**src/rtl/inst_prefetch_queue.sv**
```systemverilog
// Instruction prefetch queue: streams sequential words out of a combinational ROM
// into a small {pc, inst} FIFO and hands them to the IF stage over valid/ready.
module inst_prefetch_queue #(
    parameter int unsigned DEPTH    = 4,
    parameter logic [31:0] RESET_PC = 32'h0000_0000
) (
    input  logic        clk,
    input  logic        rst,
    output logic        rom_ce_o,
    output logic [31:0] rom_addr_o,
    input  logic [31:0] rom_data_i,
    input  logic        redirect_i,
    input  logic [31:0] redirect_addr_i,
    output logic        if_valid_o,
    input  logic        if_ready_i,
    output logic [31:0] if_pc_o,
    output logic [31:0] if_inst_o,
    output logic [1:0]  dbg_state
);

    // Handshake: a head entry transfers on every rising edge where
    // if_valid_o & if_ready_i; if_valid_o never depends on if_ready_i and
    // the head stays stable until it transfers (or a redirect/reset flushes it).

    localparam int unsigned PW = $clog2(DEPTH);
    localparam logic [PW:0] FULL = (PW + 1)'(DEPTH);

    typedef enum logic [1:0] {
        IDLE = 2'd0,
        RUN  = 2'd1,
        HOLD = 2'd2
    } state_t;

    state_t        state;
    state_t        state_next;
    logic [PW:0]   count;
    logic [PW:0]   count_next;
    logic [PW-1:0] head;
    logic [PW-1:0] tail;
    logic [31:0]   fetch_pc;
    logic [31:0]   pc_mem   [DEPTH];
    logic [31:0]   inst_mem [DEPTH];
    logic          push;
    logic          pop;
    logic          not_empty;

    assign not_empty = (count != '0);

    // Fetch enable depends only on registered state and redirect, never on if_ready_i.
    assign push       = (state == RUN) & ~redirect_i & ~rst;
    assign rom_ce_o   = push;
    assign rom_addr_o = rst ? 32'h0 : fetch_pc;

    assign if_valid_o = not_empty & ~redirect_i & ~rst;
    assign pop        = if_valid_o & if_ready_i;
    assign if_pc_o    = (not_empty & ~rst) ? pc_mem[head]   : 32'h0;
    assign if_inst_o  = (not_empty & ~rst) ? inst_mem[head] : 32'h0;

    assign dbg_state  = state;

    always_comb begin
        state_next = state;
        count_next = count;
        if (redirect_i) begin
            state_next = RUN;
            count_next = '0;
        end else begin
            case (state)
                IDLE: begin
                    state_next = RUN;
                end
                RUN, HOLD: begin
                    case ({push, pop})
                        2'b10:   count_next = count + 1'b1;
                        2'b01:   count_next = count - 1'b1;
                        default: count_next = count;
                    endcase
                    state_next = (count_next == FULL) ? HOLD : RUN;
                end
                default: begin
                    state_next = IDLE;
                end
            endcase
        end
    end

    always_ff @(posedge clk) begin
        if (rst) begin
            state    <= IDLE;
            count    <= '0;
            head     <= '0;
            tail     <= '0;
            fetch_pc <= RESET_PC;
        end else begin
            state <= state_next;
            count <= count_next;
            if (redirect_i) begin
                head     <= '0;
                tail     <= '0;
                fetch_pc <= redirect_addr_i & 32'hFFFF_FFFC;
            end else begin
                if (push) begin
                    tail     <= tail + 1'b1;
                    fetch_pc <= fetch_pc + 32'd4;
                end
                if (pop) begin
                    head <= head + 1'b1;
                end
            end
        end
    end

    // Storage needs no reset: count gates every read of it.
    always_ff @(posedge clk) begin
        if (push) begin
            pc_mem[tail]   <= fetch_pc;
            inst_mem[tail] <= rom_data_i;
        end
    end

endmodule
```
**config.mk**
```make
export PLATFORM = sky130hd
export DESIGN_NAME = inst_prefetch_queue
export DESIGN_NICKNAME = d
export VERILOG_FILES = /design/src/rtl/inst_prefetch_queue.sv
export SDC_FILE = /design/constraint.sdc
export NUM_CORES = 1
export LEC_CHECK = 0
export ABC_AREA = 1
export BUFFER_PORTS_ARGS = -buffer_cell sky130_fd_sc_hd__buf_2
export CAP_MARGIN = 5
export CORE_AREA = 3 3 195 121
export CTS_CLUSTER_DIAMETER = 40
export DETAILED_ROUTE_END_ITERATION = 10
export DIE_AREA = 0 0 198 124
export PLACE_DENSITY = 0.9
export SLEW_MARGIN = 40
export SYNTH_ARGS = -nofsm -noshare
export SYNTH_HDL_FRONTEND = slang
export SYNTH_SLANG_ARGS = --single-unit
```
**constraint.sdc**
```tcl
create_clock -name clk -period 5.8 [get_ports clk]
set_input_delay 1.16 -clock clk [delete_from_list [all_inputs] [get_ports clk]]
set_output_delay 1.16 -clock clk [all_outputs]
set_load 0.05 [all_outputs]
```
==> metrics.md <==
| Metric | Value |
|---|---|
| FF+latch count, synth | `slightly below 300` |
| Fin. max-slew vios | `0` |
| Die Y | `approximately 120 um` |
| Die area | `about 25000 um2` |
| Post-CTS setup buffer count | `0` |
| CTS root buf | `clkbuf_16` |
| Vias | `~9500` |
| Final Hold Vio Count | `0` |
| Layout cells sized above 1 | `about 17%` |
| Critical path capture point type | `output port` |
| Synth Cell Area | `12600 um2` |
| Syn_area_per_cell | `between 10 and 15 um2` |
| Outcome | `complete, no violations` |
| TritonRoute pass-1 iters | `6` |
| Post-synth top cells | `nor2_1 (317), edfxtp_1 (248), nand2_1 (189)` |
| Sw power | `0.00111 W` |
| Met2 Routed Length | `around 14000 um` |
| Antenna violations before repair | `3` |
| Leakage | `between 5 and 6 nW` |
| Maximum vdd drop | `0.000228 V` |
| DRC | `0` |
| Post-Layout Cell Count | `roughly 1700` |
| Critical path launch point type | `flop` |
| Cts hold-fix bufs | `0` |
| Vias in the first global route | `~9000` |
| Net Sw Frac | `about a quarter` |
| Largest area contributor in the netlist | `edfxtp_1` |
| Part of the Yosys area used for sequential elements | `about two thirds` |
| Post-Syn Instances | `1259` |
| CP Max Fanout | `83` |
| Max-Cap Viols | `0` |
| Unique masters post-synth | `34` |
| Final routed wire length divided by cell count | `about 18 um` |
| Fillers | `between 1500 and 2000` |
| CP peak stage delay | `0.61 ns` |
| Clock slew at reported path FFs | `about 0.06 ns` |
| Max Freq | `roughly 250 MHz` |
| Tot GR Track Use | `24.0%` |
| Final WS setup | `about 1.7 ns` |
| Worst-path cell with the longest stage delay | `inv_4` |
| Synth top area share | `around 59%` |
| Period utilization | `between 70% and 80%` |
| Syn-to-layout area delta | `16.2%` |
| RSZ-0062 raised after global routing | `no` |
| Die width | `198 um` |
| Least-Margin Pin Slew | `around 0.88 ns` |
| Post-DR vias/cell | `between 5 and 6` |
| YS warnings | `0` |
| Wl on met1 | `13200 um` |
| EDFF count, synth | `roughly 250` |
| Uppermost routed layer | `met5` |
| CP Data Required Time | `approximately 4.6 ns` |
| Post-DP HPWL | `between 15000 and 20000 um` |
| Clock Tree Buf Depth | `3` |
| Post-synth ARST share | `0%` |
| Final nets | `approximately 1500` |
| Worst Skew | `0.0229 ns` |
| Flop pwr share | `around half` |
| Power Density | `between 300 and 400 nW/um2` |
| Worst-Skew Late Latency | `0.54 ns` |
| Metal3 WL | `roughly 3000 um` |
| TritonCTS Sinks | `~290` |
| Most common flop cell mapped by yosys | `edfxtp_1` |
| Crit Path Class | `reg2out` |
| Logic pwr share | `under 10%` |
| Placer congestion estimate | `0.914` |
| # port buffers | `161` |
| Total placed cells including tap cells | `1657` |
| Tmin final | `about 4.1 ns` |
| Internal power | `0.00351 W` |
| Global-route wire length before repair | `about 46000 um` |
| Worst slew margin | `about two fifths` |
| Post-route ant nets | `0` |
| Core ar. | `about 22000 um2` |
| H-tree levels | `1` |
| Row cnt | `42` |
| Final setup fails | `0` |
| Post-detailed-routing wire length | `about 30000 um` |
| Largest cells by area after synthesis | `edfxtp_1 (59%), nor2_1 (9.4%), dfxtp_1 (6.5%), o21ai_0 (5.8%), nand2_1 (5.6%)` |
| WP buf/inv | `3` |
| Largest net degree at the start of global routing | `84` |
| Worst hold-check path type | `reg2reg` |
| Ordered cell list for the critical path | `inv_4, buf_4, o21ai_0, a21oi_1, buf_2` |
| Delay-heaviest family, CP | `buffers and inverters` |
| # resized after CTS | `0` |
| Initial core utilization | `between 50% and 60%` |
| CP arrival | `2.91 ns` |
| Clock share of power | `approximately two fifths` |
| IO Count | `168` |
| Fin Setup TNS | `0 ns` |
| Top-count cell post-synth | `nor2_1` |
| Total CTS buffers | `29` |
| CTS tree | `built` |
| Total global routing overflow | `0` |
| Iter 0 DRT Violations | `863` |
| Setup Slack @ Placement | `1.95 ns` |
==> per-stage QoR <==
| stage | cell area [um2] | hold WS [ns] | utilization (%) | total power [W] |
|---|---|---|---|---|
| after floorplan | 12600 | 0.477 | - | 0.00267 |
| after global placement | 13600 | 0.481 | 62.2 | 0.00279 |
| after detailed placement | 13700 | 0.487 | 62.6 | 0.00280 |
| after CTS | 14600 | 0.497 | 66.9 | 0.00465 |
| after global routing | 14600 | 0.559 | 66.9 | 0.00477 |
| final | 14600 | 0.503 | 66.9 | 0.00462 |
==> placed cells by master (no fill, tap or decap), types with 2 or more instances in the layout <==
cell	count
nor2_1	313
edfxtp_1	248
nand2_1	189
buf_2	161
o21ai_0	146
a21oi_1	72
inv_1	64
nand3_1	59
dfxtp_1	39
clkbuf_16	29
nor2_4	11
ha_1	9
buf_4	8
clkbuf_1	6
clkinv_2	5
inv_2	4
clkinv_1	4
nor2_2	4
o21ai_1	4
a31oi_1	4
conb_1	4
bufinv_16	4
nand2_4	3
nand2_2	3
nor3_1	3
nand4_1	3
buf_12	3
inv_6	2
clkinv_4	2
buf_16	2
==> tightest hold or removal path: stages (launching register included) <==
cell     delay, ns
dfxtp_1       0.31
nor2_1        0.09
nor2_1        0.06
==> cells by family (layout without fill, tap and decap cells) <==
logic type	count (synthesis)	count (layout)	share of synthesized area [%]
AOI/OAI and AO/OA	229	229	9.21
xor gates and xnor gates	1	1	0.0696
adders and majority gates	10	10	1.05
buffers and inverters	137	298	4.69
DFF	289	289	65.7
other	1	5	0.0298
and+or+nand+nor	592	592	19.3
==> area by class of cell <==
type                    instances  area, um2  share of cell area (%)
flip-flops and latches        289       8270                    56.6
clock buffers                  35        748                    5.12
repair buffers                176       1010                    6.89
inverters                      70        265                    1.81
well taps                     286        358                    2.45
multi-input cells             836       3770                    25.8
diodes                          1       2.50                  0.0171
clock inverters                17        199                    1.36
==> registers in the layout, indices dropped and copies added (netlist names), named ones only <==
| name | count |
|---|---|
| inst_mem | 128 |
| pc_mem | 120 |
| fetch_pc | 30 |
| dbg_state | 2 |
| head | 2 |
| tail | 2 |
| count | 3 |
==> power by group through the flow <==
stage / combinational (W) / clock [W] / sequential (W)
2_1_floorplan: 0.000273 / 0 / 0.00240
3_3_place_gp: 0.000376 / 0 / 0.00241
3_5_place_dp: 0.000387 / 0 / 0.00242
4_1_cts: 0.000389 / 0.00189 / 0.00237
5_1_grt: 0.000424 / 0.00196 / 0.00238
6_report: 0.000392 / 0.00185 / 0.00237
==> final timing paths <==
path | startpoint | to | slack (ns) | cells after the start
min reg2reg | head[1] | flop | 0.50 | 2
max reg2reg | count[0] | dbg_state[0] | 3.04 | 18
max | flop | if_inst_o[19] | 1.73 | 5
min | head[1] | flop | 0.50 | 2
==> routing by layer <==
metal / up-vias / global-route usage, %
met3: 44 / 4.62
met5: - / 0
met2: 470 / 38.3
li1: 4525 / -
met1: 4487 / 35.3
met4: 6 / 3.98
Power figures use the tool's default switching activity.
